[config.mk]
export PLATFORM = sky130hd
export DESIGN_NAME = terc4_decoder
export DESIGN_NICKNAME = d
export VERILOG_FILES = /design/src/rtl/terc4_decoder.sv
export SDC_FILE = /design/constraint.sdc
export NUM_CORES = 1
export LEC_CHECK = 0
export BUFFER_PORTS_ARGS = -buffer_cell sky130_fd_sc_hd__buf_2
export CAP_MARGIN = 10
export CORE_ASPECT_RATIO = 1.75
export CORE_UTILIZATION = 50
export CTS_CLUSTER_SIZE = 40
export DETAILED_ROUTE_END_ITERATION = 10
export HOLD_SLACK_MARGIN = 0.12
export PLACE_DENSITY = 0.81
export SETUP_SLACK_MARGIN = 0.2
export SLEW_MARGIN = 5
export SYNTH_ARGS = -nofsm -noshare
export SYNTH_HDL_FRONTEND = slang
export SYNTH_SLANG_ARGS = --single-unit
export TNS_END_PERCENT = 5
[constraint.sdc]
create_clock -name clk -period 1.4 [get_ports clk]
set_input_delay 0.28 -clock clk [delete_from_list [all_inputs] [get_ports clk]]
set_output_delay 0.28 -clock clk [all_outputs]
set_load 0.005 [all_outputs]
[src/rtl/terc4_decoder.sv]
`default_nettype none
// +----------------------------------------------------------------------------+
// | terc4_decoder: TERC4 data-island symbol decoder with lock tracking;         |
// | optional saturating error counter enabled by `define TERC4_ERRCNT_EN.       |
// | Rev 1.0                                                                     |
// +----------------------------------------------------------------------------+
module terc4_decoder #(
  parameter int LOCK_COUNT   = 8,
  parameter int UNLOCK_COUNT = 4
`ifdef TERC4_ERRCNT_EN
  , parameter int ERRCNT_W   = 16
`endif
) (
  input  logic       clk,
  input  logic       rst_n,
  input  logic       i_sym_valid,
  input  logic [9:0] i_sym,
  output logic [3:0] o_data,
  output logic       o_data_valid,
  output logic       o_code_err,
  output logic       o_locked
`ifdef TERC4_ERRCNT_EN
  , input  logic                i_err_clear
  , output logic [ERRCNT_W-1:0] o_err_count
`endif
);

  localparam int c_MAX_CNT = (LOCK_COUNT > UNLOCK_COUNT) ? LOCK_COUNT : UNLOCK_COUNT;
  localparam int c_CNT_W   = $clog2(c_MAX_CNT + 1);
  localparam logic [c_CNT_W-1:0] c_LOCK_LAST   = c_CNT_W'(LOCK_COUNT - 1);
  localparam logic [c_CNT_W-1:0] c_UNLOCK_LAST = c_CNT_W'(UNLOCK_COUNT - 1);

  typedef enum logic [0:0] {
    ST_SEARCH = 1'b0,
    ST_LOCKED = 1'b1
  } state_t;

  logic [9:0]         r_sym;
  logic               r_sym_vld;
  logic [3:0]         r_data;
  logic               r_data_valid;
  logic               r_code_err;
  logic [3:0]         w_nib;
  logic               w_hit;
  state_t             r_state, w_state_nxt;
  logic [c_CNT_W-1:0] r_good_cnt, w_good_nxt;
  logic [c_CNT_W-1:0] r_bad_cnt, w_bad_nxt;

  always_comb begin
    w_nib = 4'h0;
    w_hit = 1'b1;
    case (r_sym)
      10'b1010011100: w_nib = 4'h0;
      10'b1001100011: w_nib = 4'h1;
      10'b1011100100: w_nib = 4'h2;
      10'b1011100010: w_nib = 4'h3;
      10'b0101110001: w_nib = 4'h4;
      10'b0100011110: w_nib = 4'h5;
      10'b0110001110: w_nib = 4'h6;
      10'b0100111100: w_nib = 4'h7;
      10'b1011001100: w_nib = 4'h8;
      10'b0100111001: w_nib = 4'h9;
      10'b0110011100: w_nib = 4'hA;
      10'b1011000110: w_nib = 4'hB;
      10'b1010001110: w_nib = 4'hC;
      10'b1001110001: w_nib = 4'hD;
      10'b0101100011: w_nib = 4'hE;
      10'b1011000011: w_nib = 4'hF;
      default:        w_hit = 1'b0;
    endcase
  end

  // Two-stage pipeline; data holds its last value across idle cycles.
  always_ff @(posedge clk or negedge rst_n) begin
    if (!rst_n) begin
      r_sym        <= '0;
      r_sym_vld    <= 1'b0;
      r_data       <= '0;
      r_data_valid <= 1'b0;
      r_code_err   <= 1'b0;
    end else begin
      r_sym        <= i_sym;
      r_sym_vld    <= i_sym_valid;
      r_data_valid <= r_sym_vld;
      r_code_err   <= r_sym_vld & ~w_hit;
      if (r_sym_vld) begin
        r_data <= w_nib;
      end
    end
  end

  always_ff @(posedge clk or negedge rst_n) begin
    if (!rst_n) begin
      r_state    <= ST_SEARCH;
      r_good_cnt <= '0;
      r_bad_cnt  <= '0;
    end else begin
      r_state    <= w_state_nxt;
      r_good_cnt <= w_good_nxt;
      r_bad_cnt  <= w_bad_nxt;
    end
  end

  always_comb begin
    w_state_nxt = r_state;
    w_good_nxt  = r_good_cnt;
    w_bad_nxt   = r_bad_cnt;
    if (r_data_valid) begin
      case (r_state)
        ST_SEARCH: begin
          if (r_code_err) begin
            w_good_nxt = '0;
          end else if (r_good_cnt == c_LOCK_LAST) begin
            w_state_nxt = ST_LOCKED;
            w_good_nxt  = '0;
          end else begin
            w_good_nxt = r_good_cnt + 1'b1;
          end
        end
        ST_LOCKED: begin
          if (!r_code_err) begin
            w_bad_nxt = '0;
          end else if (r_bad_cnt == c_UNLOCK_LAST) begin
            w_state_nxt = ST_SEARCH;
            w_bad_nxt   = '0;
          end else begin
            w_bad_nxt = r_bad_cnt + 1'b1;
          end
        end
        default: w_state_nxt = ST_SEARCH;
      endcase
    end
  end

`ifdef TERC4_ERRCNT_EN
  logic [ERRCNT_W-1:0] r_err_cnt;

  // Clear takes priority over a same-cycle increment.
  always_ff @(posedge clk or negedge rst_n) begin
    if (!rst_n) begin
      r_err_cnt <= '0;
    end else if (i_err_clear) begin
      r_err_cnt <= '0;
    end else if (r_code_err && (r_err_cnt != {ERRCNT_W{1'b1}})) begin
      r_err_cnt <= r_err_cnt + 1'b1;
    end
  end

  assign o_err_count = r_err_cnt;
`endif

  assign o_data       = r_data;
  assign o_data_valid = r_data_valid;
  assign o_code_err   = r_code_err;
  assign o_locked     = (r_state == ST_LOCKED);

endmodule
`default_nettype wire

* Word-level counts from Yosys, hierarchy flattened
Cells that the tools add are included.
Storage, ports and cells: bits in registers 26, input bits 13, word-level logic and storage cells 45
Cells by class: add/sub/neg operators 2, eq/ne operators 18, multiplexer cells 11, bitwise gates (word level) 3, reduce and logical (&&, ||, !) cells 3
Operator list (number):
- $eq 10x10->1 const B | 9
- $eq 10x9->1 const B | 7
- $pmux 4 s15 | 1
- $mux 4 | 4
- $reduce_or 16->1 | 1
- $add 4x1->4 const B | 2
- $mux 1 | 5
- $eq 4x2->1 const B | 1
- $eq 4x3->1 const B | 1
- $reduce_and 2->1 | 2
- $not 1->1 | 2
- $pmux 1 s2 | 1
- $and 1x1->1 | 1

* Longest topological paths before layout
Gate-level depths: netlist of the first run.
depth after elaboration 5, depth in mapped cells 6, mapped depth without buffers 5

* Worst setup path before layout of the first run
No wires, ideal clock.
path kind register to register, start register r_sym[5], end register r_data[0] (netlist: o_data[0]), arrival time 1255 ps, required time 1274 ps, setup slack 19 ps, stages on the path, launching flop included 7, cells stage by stage dfrtp_1 > buf_2 > xnor2_1 > nor3_1 > a31oi_1 > o21ai_1 > o32a_1
Between the ends: cells in the longest elaborated chain, start to end 2, elaborated cells between the ends (all ways) 16
RTL lines:
- start, declared | line 38 | logic [9:0] r_sym;
- start signal, assigned | line 82 | r_sym <= i_sym;
- $eq 10x10->1 or $eq 10x9->1 (tied branches) | line 52 | case (r_sym)
- $pmux 4 s15 (*) | line 52
- end signal, assigned | line 87 | r_data <= w_nib;
- end, declared | line 40 | logic [3:0] r_data;
Every way passes the cells marked *; elsewhere a longest branch is shown, timed or not. A chain may end at the register's enable or synchronous reset.

* Final worst setup path of the first run
start register r_sym[5], end register r_data[3] (netlist: o_data[3])
The elaborated chain is that of the path after synthesis.

==> results of run 1 <==
-- layout make-up --
cell class,instances,area share (%)
Multi-Input combinational cell,91,38.8
Sequential cell,26,36.1
Tap cell,26,1.80
Inverter,4,0.830
Timing Repair Buffer,50,20.2
Clock buffer,3,2.28
-- state kept, by name, indices dropped and copies added (netlist names) --
signal        cells
o_data_valid      1
r_sym            10
r_sym_vld         1
r_good_cnt        4
o_code_err        1
o_data            4
o_locked          1
r_bad_cnt         4
-- where the power goes --
part	leakage (nW)	internal, mW	switching (mW)
Sequential	0.312	0.850	0.119
Combinational	0.478	0.231	0.195
Clock	0.0216	0.193	0.223
Total	0.812	1.27	0.537
-- worst max-delay path by stage --
stage                     startpoint          to  cells after the start
after floorplan             r_sym[2]   o_data[2]                      5
after global placement      r_sym[5]  o_code_err                      5
after detailed placement    r_sym[5]  o_code_err                      5
after CTS                   r_sym[7]   o_data[3]                      5
after global routing        r_sym[5]   o_data[3]                      4
final                       r_sym[5]   o_data[3]                      4
-- cells by family after synthesis --
family / after synthesis / synth area share, %
simple gates: 54 / 27.5
compound gates: 30 / 15.3
flops: 26 / 48.8
buf+inv: 7 / 3.19
xor+xnor: 4 / 2.63
fa+ha+maj: 2 / 1.88
mux: 1 / 0.750
-- metrics by stage --
step	cell area, um^2	util, %	hold WS (ns)	cells	total power, mW
after floorplan	1340	-	-0.0156	124	1.17
after detailed placement	1580	62.8	0.309	186	1.32
after global routing	1810	71.7	0.124	200	1.91
final	1810	71.7	0.118	200	1.81
after CTS	1760	69.8	0.121	199	1.78
after global placement	1580	62.8	0.289	186	1.29
-- worst max-delay path, stage by stage, from the launching register on --
cell     delay [ns]
dfrtp_2        0.48
nor4b_4        0.44
nor3b_2        0.23
o22a_1         0.17
o22a_1         0.14
-- what timing repair did --
action | in CTS | in global routing
pin swaps | 10 | 5
gates resized for setup | 11 | 8
endpoints found under the setup margin | 10 | 13
cloned | 0 | 0
hold buffers | 10 | 1
hold endpoints to repair | 35 | 1
-- metal layers --
layer	global-route usage, %	part of all wire, %	wire (um)
met1	20.4	33	1070
met2	50.9	62	2010
met3	3.17	2.7	87
met4	8.89	2.4	78
met5	0	0	0
-- cell usage in the layout, fill, tap and decap left out, types with 3 or more instances in the layout --
cell type	netlist	layout
o21ai_0	7	5
xnor2_1	3	3
nor2_1	7	7
nand2_1	11	10
nand2b_1	6	4
inv_1	4	3
dfrtp_1	26	24
nand4bb_1	5	5
buf_4	0	19
nand3_1	3	3
clkbuf_8	0	3
o21ai_1	3	5
o22a_1	3	3
buf_2	1	18
nor3_1	5	4
dlygate4sd3_1	0	11
==> impl_results.md, run 1 <==
- Worst setup margin: -0.122 ns
- Vias in the first global route: 1182
- Worst slew pin tran: 0.567 ns
- Largest net degree at the start of global routing: 27
- Latest clock arrival within the worst-skew pair: 0.27 ns
- Proportion of synthesized chip area in sequential cells: 48.8%
- Peak supply drop: 663 uV
- Crit start category: flip-flop
- Synth unique cells: 43
- Worst Skew: 0.00295 ns
- CP Data Required Time: 1.61 ns
- EDFF count, synth: 0
- Top-level I/O count: 20
- Crit path DAT: 1.73 ns
- TritonCTS clock tree: yes
- Slew headroom: 62.2%
- Place WS: -0.118 ns
- Asr flop ratio synth: 100%
- Drt wl/cell: 16.2 um
- Flop2flop setup slack: -0.12 ns
- Final Cycle Share: 109%
- Starting density of the core: 52.9%
- Clock transition at the registers of the reported paths: 0.08 ns
- Most common cell in the synthesized netlist: dfrtp_1
- Slew Viols, Final: 0
- RR Startpoint: r_sym[5]
- RSZ-0062 raised after global routing: true
- Setup CP Type: flip-flop to flip-flop
- Final-layout fill cell count: 175
- Pwr/cell area: 1000 nW/um^2
- Worst min-delay path class: primary input to flip-flop
- Crit end category: flip-flop
- Cts bufs inserted: 3
- Min-delay src: i_sym[4]
- H-tree Lvls: 1
- MaxCap Viol Count: 0
- Multi-input gate area: 702 um^2
- First-pass GRT wire length: 4950 um
- Area delta synth->final: 35.6%
- Register Area: 653 um^2
- Max clock buf depth: 2
- Synthesized instance count: 124
- Post-synth top cells: 26 x dfrtp_1, 11 x nand2_1, 7 x nor2_1, 7 x o21ai_0, 6 x nand2b_1
- Final Hold Viols: 0
- Core Footprint: 2520 um^2
- Final #Nets: 191
- Most used DFF post-synth: dfrtp_1
- Antenna violations before repair: 0
- Routed WL: 3240 um
- Reg2reg path depth: 4
- Syn Area/Cell: 10.8 um^2
- Ys Warns: 0
- Vias: 1177
- Reg-to-reg endpoint: o_data[3]
- Yosys top cell area share: 48.8%
- Iter 0 DRT Violations: 25
- Post-route DRC: 0
- Final setup viols: 5
- Input/output buffers: 19
- Sink Count: 26
- Violated checks: setup timing
- Mapped Area: 1330 um^2
- FF+latch count, synth: 26
- Layout cells sized above 1: 33.9%
- Antenna Cells: 0
- Status: complete, but fails checks
- Biggest area consumer among synthesized cells: dfrtp_1
- GPL Wtd Cong: 0.906
- Synth area leaders: dfrtp_1 49%, nand4bb_1 4.2%, nand2_1 3.1%, nand2b_1 2.8%, o21ai_0 2.6%
- Min-Delay Endpoint: r_sym[4]
- GRT Total Usage: 25.3%
- # Post-CTS Setup Buffers: 0
- Die span in y: 70.3 um
- Num rows: 24
- Max Fclk: 657 MHz
- Die Width: 41.0 um
- Die ar.: 2890 um^2
- Mapped Nets: 139
- Setup TNS: -0.413 ns
- Hold Path Depth: 1
- Max FO, Critical Path: 8
- DRT Pass-1 Iters: 4
- Via/cell ratio: 5.89
- Tmin final: 1.52 ns
- CTS Root Cell: clkbuf_8
- Routed Antenna Nets: 0
- Final HPWL DP: 2370 um
- GR Overflow Total: 0
- Leak pwr: 0.812 nW
Note: power is estimated with default switching activity, not from simulation.
==> run 2, diff against run 1 <==
--- a/config.mk
+++ b/config.mk
@@ -14,6 +14,7 @@
 export HOLD_SLACK_MARGIN = 0.12
 export PLACE_DENSITY = 0.81
 export SETUP_SLACK_MARGIN = 0.2
+export SKIP_CTS_REPAIR_TIMING = 1
 export SLEW_MARGIN = 5
 export SYNTH_ARGS = -nofsm -noshare
 export SYNTH_HDL_FRONTEND = slang
==> run 2 against run 1 <==
Clock power grew 1%. Global-route usage fell by 1.9 points. Clock-buffer cell count unchanged. Worst setup slack improved by 0.016 ns. The flow still finishes with violations (setup timing). Combinational power shrank 3%. Hold slack got worse by 0.0019 ns. Critical endpoint is now o_data[2]. Fmax is 1.0% higher.
==> impl_results.md, run 2 (synthesis results as in run 1) <==
- Max clock buf depth: 2 (unchanged)
- GPL Wtd Cong: 0.906 (unchanged)
- Final Hold Viols: 0 (unchanged)
- Crit path DAT: 1.72 ns (about the same)
- Post-Place Cells: 186 (unchanged)
- Worst setup margin: -0.106 ns (+0.0158 ns)
- Drt wl/cell: 16.1 um (-0.43%)
- Hold slack final: 0.116 ns (-0.00189 ns)
- CTS Root Cell: clkbuf_8
- Clk pwr share: 23.3% (+0.3 points)
- Worst slew pin tran: 0.573 ns (+0.00642 ns)
- Final HPWL DP: 2370 um (unchanged)
- Die ar.: 2890 um^2 (unchanged)
- Final core occ: 71.7% (about the same)
- Area delta synth->final: 35.6% (about the same)
- Antenna violations before repair: 0 (unchanged)
- Num rows: 24 (unchanged)
- Clock transition at the registers of the reported paths: 0.08 ns (about the same)
- Latest clock arrival within the worst-skew pair: 0.27 ns (about the same)
- Peak supply drop: 666 uV (+0.38%)
- Slew Viols, Final: 0 (unchanged)
- Reg2reg path depth: 6 (+2)
- Design Area, Final: 1810 um^2 (about the same)
- Net Sw Power: 0.533 mW (-0.62%)
- GRT Total Usage: 23.4% (-1.9 points)
- Reg-to-reg endpoint: o_data[2]
- DRT Pass-1 Iters: 4 (unchanged)
- Slew headroom: 61.8% (-0.43 points)
- First-pass GRT wire length: 4620 um (-6.8%)
- Violated checks: setup timing
- Max FO, Critical Path: 4 (-4)
- Post-route DRC: 0 (unchanged)
- Iter 0 DRT Violations: 27 (+8.0%)
- Non-filler cells, final: 200 (unchanged)
- Crit start category: flip-flop
- Sink Count: 26 (unchanged)
- Crit path launch: r_sym[8]
- Setup CP Type: flip-flop to flip-flop
- Crit end category: flip-flop
- Tmin final: 1.51 ns (-0.0158 ns)
- Routed Antenna Nets: 0 (unchanged)
- Max Fclk: 664 MHz (+1.0%)
- Comb power frac: 23.0% (-0.5 points)
- DP Area: 1580 um^2 (unchanged)
- Layout cells sized above 1: 33.9% (unchanged)
- Flop2flop setup slack: -0.11 ns (+0.02 ns)
- Input/output buffers: 19 (unchanged)
- GR Overflow Total: 0 (unchanged)
- Routed WL: 3230 um (-0.43%)
- Pwr/cell area: 998 nW/um^2 (-0.27%)
- Largest net degree at the start of global routing: 27 (unchanged)
- Cts bufs inserted: 3 (unchanged)
- Final #Nets: 191 (unchanged)
- Top-level I/O count: 20 (unchanged)
- RSZ-0062 raised after global routing: true
- Flop pwr share: 53.7% (+0.2 points)
- Vias in the first global route: 1079 (-8.7%)
- Leak pwr: 0.805 nW (-0.87%)
- Final setup viols: 5 (unchanged)
- Crit path to: o_data[2]
- Setup TNS: -0.358 ns (+0.0555 ns)
- H-tree Lvls: 1 (unchanged)
- Internal: 1.27 mW (-0.22%)
- Starting density of the core: 52.9% (unchanged)
- Die Width: 41.0 um (unchanged)
- Worst Skew: 0.00148 ns (-0.00147 ns)
- MaxCap Viol Count: 0 (unchanged)
- RR Startpoint: r_sym[8]
- Most frequent cells in the layout: 24 x dfrtp_1, 19 x buf_4, 18 x buf_2
- Register name with the most flops: r_sym
- Antenna Cells: 0 (unchanged)
- Worst min-delay path class: primary input to flip-flop
- TritonCTS clock tree: yes
- Sw frac: 29.6% (-0.084 points)
- Max FFs per register: 10 (unchanged)
- Die span in y: 70.3 um (unchanged)
- Status: complete, but fails checks
- Final Cycle Share: 108% (-1.1 points)
- Via/cell ratio: 5.92 (+0.51%)
- Core Footprint: 2520 um^2 (unchanged)
- Vias: 1183 (+0.51%)
- Commonest non-fill, non-tap cell in the layout: dfrtp_1
- CP Data Required Time: 1.61 ns (about the same)
-- run 2: final cells by class --
class	count	area, um^2
flip-flops and latches	26	653
clock buffers	3	41.3
well taps	26	32.5
repair buffers	50	365
multi-input cells	91	701
fillers	178	714
inverters	4	15.0
-- run 2: how the worst min path moves through the flow --
stage,from,endpoint,cells after the start
after floorplan,rst_n,o_code_err,0
after global placement,rst_n,r_bad_cnt[3],1
after detailed placement,rst_n,r_bad_cnt[3],1
after CTS,rst_n,r_bad_cnt[3],1
after global routing,i_sym[4],r_sym[4],1
final,i_sym[4],r_sym[4],1
-- run 2: power by group through the flow --
stage,combinational [mW],sequential (mW),clock [mW]
2_1_floorplan,0.220,0.946,0
3_3_place_gp,0.334,0.959,0
3_5_place_dp,0.353,0.965,0
4_1_cts,0.355,0.950,0.420
5_1_grt,0.472,0.993,0.443
6_report,0.414,0.969,0.420
-- run 2: worst max-delay path: stages (launching register included) --
cell      delay [ns]
dfrtp_1         0.40
buf_4           0.15
nor4bb_1        0.32
a31oi_1         0.10
o21a_1          0.23
o21ai_1         0.11
o22a_1          0.14
-- run 2: metal layers --
layer  vias up  wire (um)  track usage [%]  share of wire (%)
met4         0        112             8.89                3.5
li1        566          -                -                  -
met3        14         94             3.17                2.9
met5         -          0                0                  0
met1       565       1060             20.4                 33
met2        38       1970             45.3                 61
-- run 2: stage by stage --
stage / worst slack [ns] / total power [mW]
after floorplan: 0.0314 / 1.17
after global placement: -0.0761 / 1.29
after detailed placement: -0.118 / 1.32
after CTS: -0.139 / 1.72
after global routing: -0.214 / 1.91
final: -0.106 / 1.80
==> run 3, diff against run 2 <==
--- a/config.mk
+++ b/config.mk
@@ -12,6 +12,7 @@
 export CTS_CLUSTER_SIZE = 40
 export DETAILED_ROUTE_END_ITERATION = 10
 export HOLD_SLACK_MARGIN = 0.12
+export MAX_ROUTING_LAYER = met4
 export PLACE_DENSITY = 0.81
 export SETUP_SLACK_MARGIN = 0.2
 export SKIP_CTS_REPAIR_TIMING = 1
==> run 3 against run 2 <==
The flow still finishes with violations (setup timing). Cell area increased by 3.0%. Clock-buffer cell count increased by 1. Non-clock buffer count increased by 3. Die area is the same. Sequential share of layout area shrank 1.1 points. Clock skew up 0.0022 ns. Sequential power about the same. Via count unchanged. Power up 3.0%. Clock power up 13%. Combinational power decreased by 1%. Wire length grew 1.5%. Highest routed layer unchanged.
==> impl_results.md, run 3 (synthesis results as in run 1) <==
- Pwr/cell area: 997 nW/um^2 (about the same)
- Post-route DRC: 0 (unchanged)
- Die span in y: 70.3 um (unchanged)
- Design Power: 1.86 mW (+3.0%)
- Routed WL: 3280 um (+1.5%)
- Tmin final: 1.51 ns (+0.00225 ns)
- Crit start category: flip-flop
- Die ar.: 2890 um^2 (unchanged)
- Cts bufs inserted: 3 (unchanged)
- Violated checks: setup timing
- Clk pwr share: 25.6% (+2.3 points)
- Clock transition at the registers of the reported paths: 0.09 ns (about the same)
- Setup CP Type: flip-flop to flip-flop
- Final core occ: 73.9% (+2.2 points)
- Final #Nets: 194 (+1.6%)
- Internal: 1.32 mW (+3.7%)
- Starting density of the core: 52.9% (unchanged)
- Crit end category: flip-flop
- Input/output buffers: 19 (unchanged)
- Die Width: 41.0 um (unchanged)
- GR Overflow Total: 0 (unchanged)
- Core Footprint: 2520 um^2 (unchanged)
- Max FO, Critical Path: 8 (+4)
- First-pass GRT wire length: 4850 um (+5.1%)
- Final Cycle Share: 108% (+0.16 points)
- Layout cells sized above 1: 37.6% (+3.7 points)
- Final-layout fill cell count: 187 (+5.1%)
- Final HPWL DP: 2450 um (+3.4%)
- Vias in the first global route: 1183 (+9.6%)
- Drt wl/cell: 16.1 um (-0.50%)
- DRT Pass-1 Iters: 7 (+3)
- H-tree Lvls: 1 (unchanged)
- Latest clock arrival within the worst-skew pair: 0.26 ns (about the same)
- Most frequent cells in the layout: 24 x dfrtp_1, 21 x buf_4, 18 x buf_2
- Sink Count: 26 (unchanged)
- Num rows: 24 (unchanged)
- Top-level I/O count: 20 (unchanged)
- Slew headroom: 61.0% (-0.78 points)
- Final setup viols: 5 (unchanged)
- CP Data Required Time: 1.61 ns (about the same)
- Area delta synth->final: 39.7%
- Register name with the most flops: r_sym
- Leak pwr: 0.828 nW (+2.9%)
- RSZ-0062 raised after global routing: true
- Routed Antenna Nets: 0 (unchanged)
- MaxCap Viol Count: 0 (unchanged)
- Peak supply drop: 742 uV (+11%)
- Vias: 1183 (unchanged)
- Antenna Cells: 0 (unchanged)
- Final Hold Viols: 0 (unchanged)
- Worst Skew: 0.00370 ns (+0.00222 ns)
- Worst slew pin tran: 0.585 ns (+0.0117 ns)
- Comb power frac: 22.0% (-1.0 points)
- Worst setup margin: -0.108 ns (-0.00225 ns)
- Place WS: -0.145 ns (-0.0271 ns)
- Max Fclk: 663 MHz (-0.15%)
- Commonest non-fill, non-tap cell in the layout: dfrtp_1
- Largest net degree at the start of global routing: 27 (unchanged)
- Sw frac: 29.1% (-0.50 points)
- Status: complete, but fails checks
- Flop pwr share: 52.3% (-1.4 points)
- GPL Wtd Cong: 0.919 (+1.4%)
- GRT Total Usage: 24.8% (+1.4 points)
- Slew Viols, Final: 0 (unchanged)
- Hold slack final: 0.502 ns (+0.386 ns)
- Setup TNS: -0.343 ns (+0.0150 ns)
- Max FFs per register: 10 (unchanged)
- Max clock buf depth: 2 (unchanged)
- Worst min-delay path class: flip-flop to flip-flop
- CTS Root Cell: clkbuf_8
- Iter 0 DRT Violations: 28 (+3.7%)
- Net Sw Power: 0.540 mW (+1.3%)
- Antenna violations before repair: 0 (unchanged)
- Via/cell ratio: 5.80 (-2.0%)
- TritonCTS clock tree: yes
- Crit path DAT: 1.71 ns (about the same)
[run 3: critical path, stage by stage (launching register included)]
cell,delay [ns]
dfrtp_2,0.49
nor4b_4,0.40
nor3b_2,0.24
o22a_1,0.19
o22a_1,0.14
[run 3: power by group through the flow]
stage                     sequential [mW]  combinational [mW]  clock, mW
after floorplan                     0.946               0.220          0
after global placement              0.961               0.335          0
after detailed placement            0.970               0.354          0
after CTS                           0.955               0.355      0.485
after global routing                0.995               0.468      0.511
final                               0.972               0.410      0.476
[run 3: area by class of cell]
| cell class | instances | area [um^2] | area share (%) |
|---|---|---|---|
| clock buffers | 4 | 55.1 | 2.95 |
| well taps | 26 | 32.5 | 1.75 |
| flip-flops and latches | 26 | 653 | 35.1 |
| repair buffers | 53 | 390 | 21.0 |
| inverters | 4 | 15.0 | 0.806 |
| multi-input cells | 91 | 717 | 38.5 |
[run 3: per-stage QoR]
step	instance area, um^2	cells
finish	1860	204
global placement	1580	186
floorplan	1340	124
CTS	1640	190
detailed placement	1580	186
global route	1860	204
[run 3: path summary, 6_finish.rpt]
path	startpoint	endpoint	slack (ns)	depth (start not counted)
worst max-delay path	r_sym[5]	o_data[3]	-0.11	4
worst min-delay path	o_data[3]	o_data[3]	0.50	1
worst max register to register	r_sym[5]	o_data[3]	-0.11	4
worst min register to register	o_data[3]	o_data[3]	0.50	1
max in group asynchronous	rst_n	r_sym[5]	0.44	2
min in group asynchronous	rst_n	r_bad_cnt[2]	0.55	2
[run 3: per-layer routing]
metal	global-route usage (%)	routed length (um)	share of wire [%]	vias up
li1	-	-	-	567
met1	21.0	1100	34	573
met2	47.4	2030	62	33
met3	2.22	64	2.0	10
met4	9.63	83	2.5	0
met5	-	0	0	-
